--- src/rtl/pms_pkg.sv ---
// pms_pkg: shared state codes, reset defaults and round-robin search for pattern_match_sched.
package pms_pkg;
  localparam logic [1:0] IDLE = 2'd0, RUN = 2'd1, REPORT = 2'd2;
  localparam logic [31:0] PAT_RST = 32'b101;
  localparam logic [31:0] MASK_RST = '1;
  // Descending scan so the smallest wrap-around offset from last is the one kept.
  function automatic int rr_next(input logic [31:0] req, input int n, input int last);
    rr_next = last;
    for (int i = n; i >= 1; i--) if (req[(last + i) % n]) rr_next = (last + i) % n;
  endfunction
endpackage

--- src/rtl/pms_match_core.sv ---
// pms_match_core: serial masked pattern matcher; PMS_OVERLAP_EN keeps history after a match.
module pms_match_core #(
  parameter int PAT_W = 3,
  parameter int CNT_W = 5
) (
  input  logic             clk,
  input  logic             reset,
  input  logic             clear,
  input  logic             bit_en,
  input  logic             serial_bit,
  input  logic [PAT_W-1:0] pattern,
  input  logic [PAT_W-1:0] mask,
  output logic [CNT_W-1:0] count
);
  localparam int FILL_W = $clog2(PAT_W + 1);
  logic [PAT_W-1:0] hist, hist_nx;
  logic [FILL_W-1:0] fill, fill_nx;
  logic match;
  assign hist_nx = PAT_W'({hist, serial_bit});
  assign fill_nx = fill == FILL_W'(PAT_W) ? fill : fill + 1'b1;
  assign match = bit_en && fill_nx == FILL_W'(PAT_W) && ((hist_nx ^ pattern) & mask) == '0;
  always_ff @(posedge clk) begin
    if (reset || clear) begin
      hist  <= '0;
      fill  <= '0;
      count <= '0;
    end else if (bit_en) begin
      hist  <= hist_nx;
`ifdef PMS_OVERLAP_EN
      fill  <= fill_nx;
`else
      fill  <= match ? '0 : fill_nx;
`endif
      count <= count + CNT_W'(match);
    end
  end
endmodule

--- src/rtl/pattern_match_sched.sv ---
// pattern_match_sched: round-robin arbiter sharing one serial pattern matcher among NUM_CH requesters.
// Optional PMS_OVERLAP_EN counts overlapping matches.
module pattern_match_sched
  import pms_pkg::*;
#(
  parameter int NUM_CH  = 4,
  parameter int FRAME_W = 16,
  parameter int PAT_W   = 3,
  parameter int CNT_W   = $clog2(FRAME_W + 1)
) (
  input  logic                        clk,
  input  logic                        reset,
  input  logic                        cfg_we,
  input  logic [PAT_W-1:0]            cfg_pattern,
  input  logic [PAT_W-1:0]            cfg_mask,
  input  logic [NUM_CH-1:0]           req_valid,
  input  logic [NUM_CH*FRAME_W-1:0]   req_data,
  output logic [NUM_CH-1:0]           req_ready,
  output logic                        res_valid,
  input  logic                        res_ready,
  output logic [$clog2(NUM_CH)-1:0]   res_ch,
  output logic [CNT_W-1:0]            res_count,
  output logic                        busy
);
  localparam int CH_W = $clog2(NUM_CH);
  localparam int BC_W = $clog2(FRAME_W + 1);
  logic [1:0] state;
  logic [PAT_W-1:0] pattern, mask;
  logic [CH_W-1:0] last_grant, winner;
  logic [FRAME_W-1:0] frame;
  logic [BC_W-1:0] bit_cnt;
  logic grant;
  assign winner = CH_W'(rr_next(32'(req_valid), NUM_CH, int'(last_grant)));
  // A config write in IDLE takes the cycle, so no grant alongside it.
  assign grant = !reset && state == IDLE && !cfg_we && |req_valid;
  assign req_ready = grant ? {{(NUM_CH-1){1'b0}}, 1'b1} << winner : '0;
  assign res_valid = state == REPORT;
  assign busy = state != IDLE;
  always_ff @(posedge clk) begin
    if (reset) begin
      state      <= IDLE;
      pattern    <= PAT_W'(PAT_RST);
      mask       <= PAT_W'(MASK_RST);
      last_grant <= CH_W'(NUM_CH - 1);
      res_ch     <= '0;
      frame      <= '0;
      bit_cnt    <= '0;
    end else begin
      if (state == IDLE && cfg_we) begin
        pattern <= cfg_pattern;
        mask    <= cfg_mask;
      end
      if (grant) begin
        frame      <= req_data[winner*FRAME_W +: FRAME_W];
        last_grant <= winner;
        res_ch     <= winner;
        bit_cnt    <= '0;
        state      <= RUN;
      end
      if (state == RUN) begin
        frame   <= frame << 1;
        bit_cnt <= bit_cnt + 1'b1;
        state   <= bit_cnt == BC_W'(FRAME_W - 1) ? REPORT : RUN;
      end
      if (state == REPORT && res_ready) state <= IDLE;
    end
  end
  pms_match_core #(.PAT_W(PAT_W), .CNT_W(CNT_W)) u_core (
    .clk(clk),
    .reset(reset),
    .clear(grant),
    .bit_en(state == RUN),
    .serial_bit(frame[FRAME_W-1]),
    .pattern(pattern),
    .mask(mask),
    .count(res_count)
  );
endmodule

--- config.mk ---
export PLATFORM = sky130hd
export DESIGN_NAME = pattern_match_sched
export DESIGN_NICKNAME = d
export VERILOG_FILES = /design/src/rtl/pms_pkg.sv /design/src/rtl/pms_match_core.sv /design/src/rtl/pattern_match_sched.sv
export SDC_FILE = /design/constraint.sdc
export NUM_CORES = 1
export LEC_CHECK = 0
export ABC_AREA = 1
export CORE_MARGIN = 2
export CORE_UTILIZATION = 35
export DETAILED_ROUTE_END_ITERATION = 8
export PLACE_DENSITY = 0.62
export SYNTH_ARGS = -nofsm -noshare
export SYNTH_HDL_FRONTEND = slang
export SYNTH_HIERARCHICAL = 1
export SYNTH_SLANG_ARGS = --single-unit
export TNS_END_PERCENT = 10
--- constraint.sdc ---
create_clock -name clk -period 2.9 [get_ports clk]
set_clock_uncertainty 0.05 [all_clocks]
set_input_delay 0.435 -clock clk [delete_from_list [all_inputs] [get_ports clk]]
set_output_delay 0.435 -clock clk [all_outputs]
set_load 0.02 [all_outputs]
==> flow_summary.rst <==
.. list-table::
   :header-rows: 1

   * - Metric
     - Value
   * - Remaining antenna violation count after routing
     - 0
   * - Total Neg Setup Slack
     - 0 ns
   * - Root cell of the clock tree
     - clkbuf_8
   * - Number of antenna violations at the first check in global routing
     - 0
   * - Top FF cell, synth
     - dfxtp_1
   * - Total clock buffers created by CTS
     - 5
   * - Type of the tightest min-delay check
     - reg2reg
   * - Hold violation total from the final report
     - 0
   * - Highest fanout seen on the critical path
     - 3
   * - Fin crit share
     - 92.3%
   * - Gr usage total
     - 15.7%
   * - GRT overflow
     - 0
   * - Top cell types by occurrence after synthesis
     - 121 x nand2_1, 118 x inv_1, 69 x nand3_1
   * - Number of global-route vias before repair
     - 3005
   * - Most frequently used cell type in the post-synthesis netlist
     - nand2_1
   * - I/O pin count
     - 91
   * - Number of nets in the layout
     - 672
   * - Die height
     - 97.1 um
   * - Period minus WS final
     - 2.68 ns
   * - Post-synth ARST share
     - 0%
   * - Final core utilization
     - 50.2%
   * - Initial Util
     - 36.6%
   * - Clock tree from TritonCTS
     - built
   * - Relative slew slack
     - 70.5%
   * - Maximum number of pins on one net before global-route repair
     - 34
   * - Number of storage elements in the synthesis netlist
     - 42
   * - Fraction of the yosys area taken by sequential cells
     - 27.7%
   * - Hold slack final
     - 0.424 ns
   * - Pre-Repair DR Iteration Count
     - 4
   * - Post-Syn Area per Cell
     - 6.14 um2
   * - Library cells used by synthesis
     - 31
   * - CTS Sinks
     - 42
   * - Largest cells by area after synthesis
     - dfxtp_1 28%, nand2_1 15%, inv_1 15%
   * - Worst slew pin tran
     - 0.441 ns
   * - Count of warnings emitted by yosys
     - 6
   * - Half-perimeter wire length after placement
     - 5790 um
   * - Slew Limit Fails
     - 0
   * - Skew-Pair Late Insertion Delay
     - 0.29 ns
   * - Post-synthesis cell count
     - 494
   * - Static Leak
     - 0.00203 uW
   * - Critical path endpoint category
     - primary output
   * - Run status
     - complete, no violations
   * - Setup repair after global routing missed its margin
     - false
   * - Layout cells sized above 1
     - 11.8%
   * - Number of rows in the core area
     - 33
   * - First-pass GRT wire length
     - 12800 um
   * - Clock Tree Buf Depth
     - 2
   * - Area share of the largest cell type after synthesis
     - 27.7%
   * - Number of enable flip-flop cells after synthesis
     - 0
   * - Die Span X
     - 97.1 um
   * - DRC violation total after the first TritonRoute iteration
     - 96
   * - Power density over the cells
     - 440 nW/um2
   * - Inserted Diodes
     - 0
   * - Detailed-route DRC error count
     - 0
   * - Clock slew at reported path FFs
     - 0.08 ns
   * - Count of buffers from port buffering
     - 90
   * - VDD IR max
     - 170 uV
   * - Core ar.
     - 8300 um2
   * - Wire length after detailed routing
     - 7380 um
   * - DR vias
     - 3108
   * - Area growth from synthesis to layout
     - 37.4%
   * - Cell taking the most area after synthesis
     - dfxtp_1
   * - Number of fill cells
     - 854
   * - Average wire length per cell after detail routing
     - 10.6 um
   * - Worst EP required
     - 2.41 ns
   * - Syn nets
     - 576
   * - CP Launch Type
     - primary input
   * - Number of levels in the clock H-tree
     - 2
   * - Achievable clock frequency
     - 373 MHz
   * - Detailed-route vias per instance
     - 4.47
   * - Cell area after synthesis
     - 3030 um2
   * - Worst Path Arrival
     - 2.19 ns
   * - Number of failing setup endpoints in the final timing report
     - 0
   * - Max_cap viols
     - 0
   * - CTS Hold Bufs
     - 0
   * - WS Path Type
     - in2out
   * - Register-to-register path setup slack
     - 0.83 ns
   * - Die Outline Area
     - 9430 um2
   * - Final weighted congestion in routability-driven placement
     - 0.852
-- worst paths after layout --
path | startpoint | end | cells after the start
worst max register to register | last_grant[0]$_SDFFE_PP1P_ | frame[14]$_SDFFE_PP0P_ | 15
worst min register to register | mask[2]$_SDFFE_PP1P_ | mask[2]$_SDFFE_PP1P_ | 2
worst min-delay path | mask[2]$_SDFFE_PP1P_ | mask[2]$_SDFFE_PP1P_ | 2
worst max-delay path | req_valid[0] | req_ready[2] | 14
-- power by group --
part / total (uW) / switching (uW) / internal (uW)
combinational: 740 / 414 / 326
sequential: 640 / 22.8 / 617
clock: 453 / 196 / 257
total: 1830 / 634 / 1200
-- layout by cell type (no fill, tap or decap), types with 2 or more instances in the layout --
master and n:
a211oi_1 2, a21oi_1 19, a21oi_2 8, buf_4 20, clkbuf_8 5, clkdlybuf4s50_1 86
dfxtp_1 41, dlygate4sd2_1 2, dlymetal6s2s_1 2, ha_1 4, inv_1 118, inv_2 3
nand2_1 121, nand2_2 11, nand2_4 4, nand3_1 69, nand3_2 7, nor2_1 26
nor2_2 3, nor2_4 2, o211ai_1 2, o21ai_0 10, o22ai_1 15
-- worst max-delay path, stage by stage --
cell	delay, ns
clkdlybuf4s50_1	0.50
nand2_1	0.07
nand2_2	0.11
nand2_1	0.08
nand2_1	0.08
nand2_2	0.07
nand2_2	0.08
nand2_4	0.06
nand2_4	0.05
inv_1	0.05
nor2_1	0.13
inv_1	0.07
nor2_1	0.07
dlygate4sd2_1	0.33
-- registers in the layout, summed over array words and instances (netlist names) --
name,flops
last_grant,2
u_core/hist,2
bit_cnt,5
frame,16
mask,3
pattern,3
state,2
u_core/fill,2
u_core/count,5
res_ch,2
-- per-stage QoR --
| stage | cell area (um2) | setup slack, ns | total power [uW] | std cells |
|---|---|---|---|---|
| floorplan | 3030 | 0.784 | 1190 | 494 |
| detailed placement | 4050 | -0.0787 | 1400 | 688 |
| global route | 4170 | 0.0328 | 1970 | 696 |
| finish | 4170 | 0.222 | 1830 | 696 |
| CTS | 4160 | -0.0125 | 1850 | 696 |
| global placement | 4050 | -0.00806 | 1390 | 688 |
-- layer usage --
layer | wire length, um | track usage, % | part of all wire [%]
met1 | 3670 | 20.8 | 50
met2 | 3180 | 25.5 | 43
met3 | 451 | 3.81 | 6.1
met4 | 79 | 4.44 | 1.1
met5 | 0 | 0 | 0
-- repair_timing --
action                                  CTS  global route
cloned                                    0             0
gates resized for setup                   3             2
setup buffers                             0             0
pin swaps                                 0             0
endpoints found under the setup margin    3             2
-- final cells by class --
cell class	count	area, um2	area share [%]
Timing Repair Buffer	110	1050	25.3
Tap cell	105	131	3.15
Clock inverter	2	37.5	0.901
Multi-Input combinational cell	308	1560	37.4
Inverter	123	472	11.3
Clock buffer	6	72.6	1.74
Sequential cell	42	842	20.2
-- kinds of logic (layout without fill, tap and decap cells) --
kind of cell,Yosys count,in the layout,share of synthesized area (%)
AOI/OAI and AO/OA,60,60,12.5
buffers and inverters,144,241,20.9
DFF,42,42,27.7
adders and majority gates,4,4,1.65
and+or+nand+nor,244,244,37.2
Note: power is estimated with default switching activity, not from simulation.
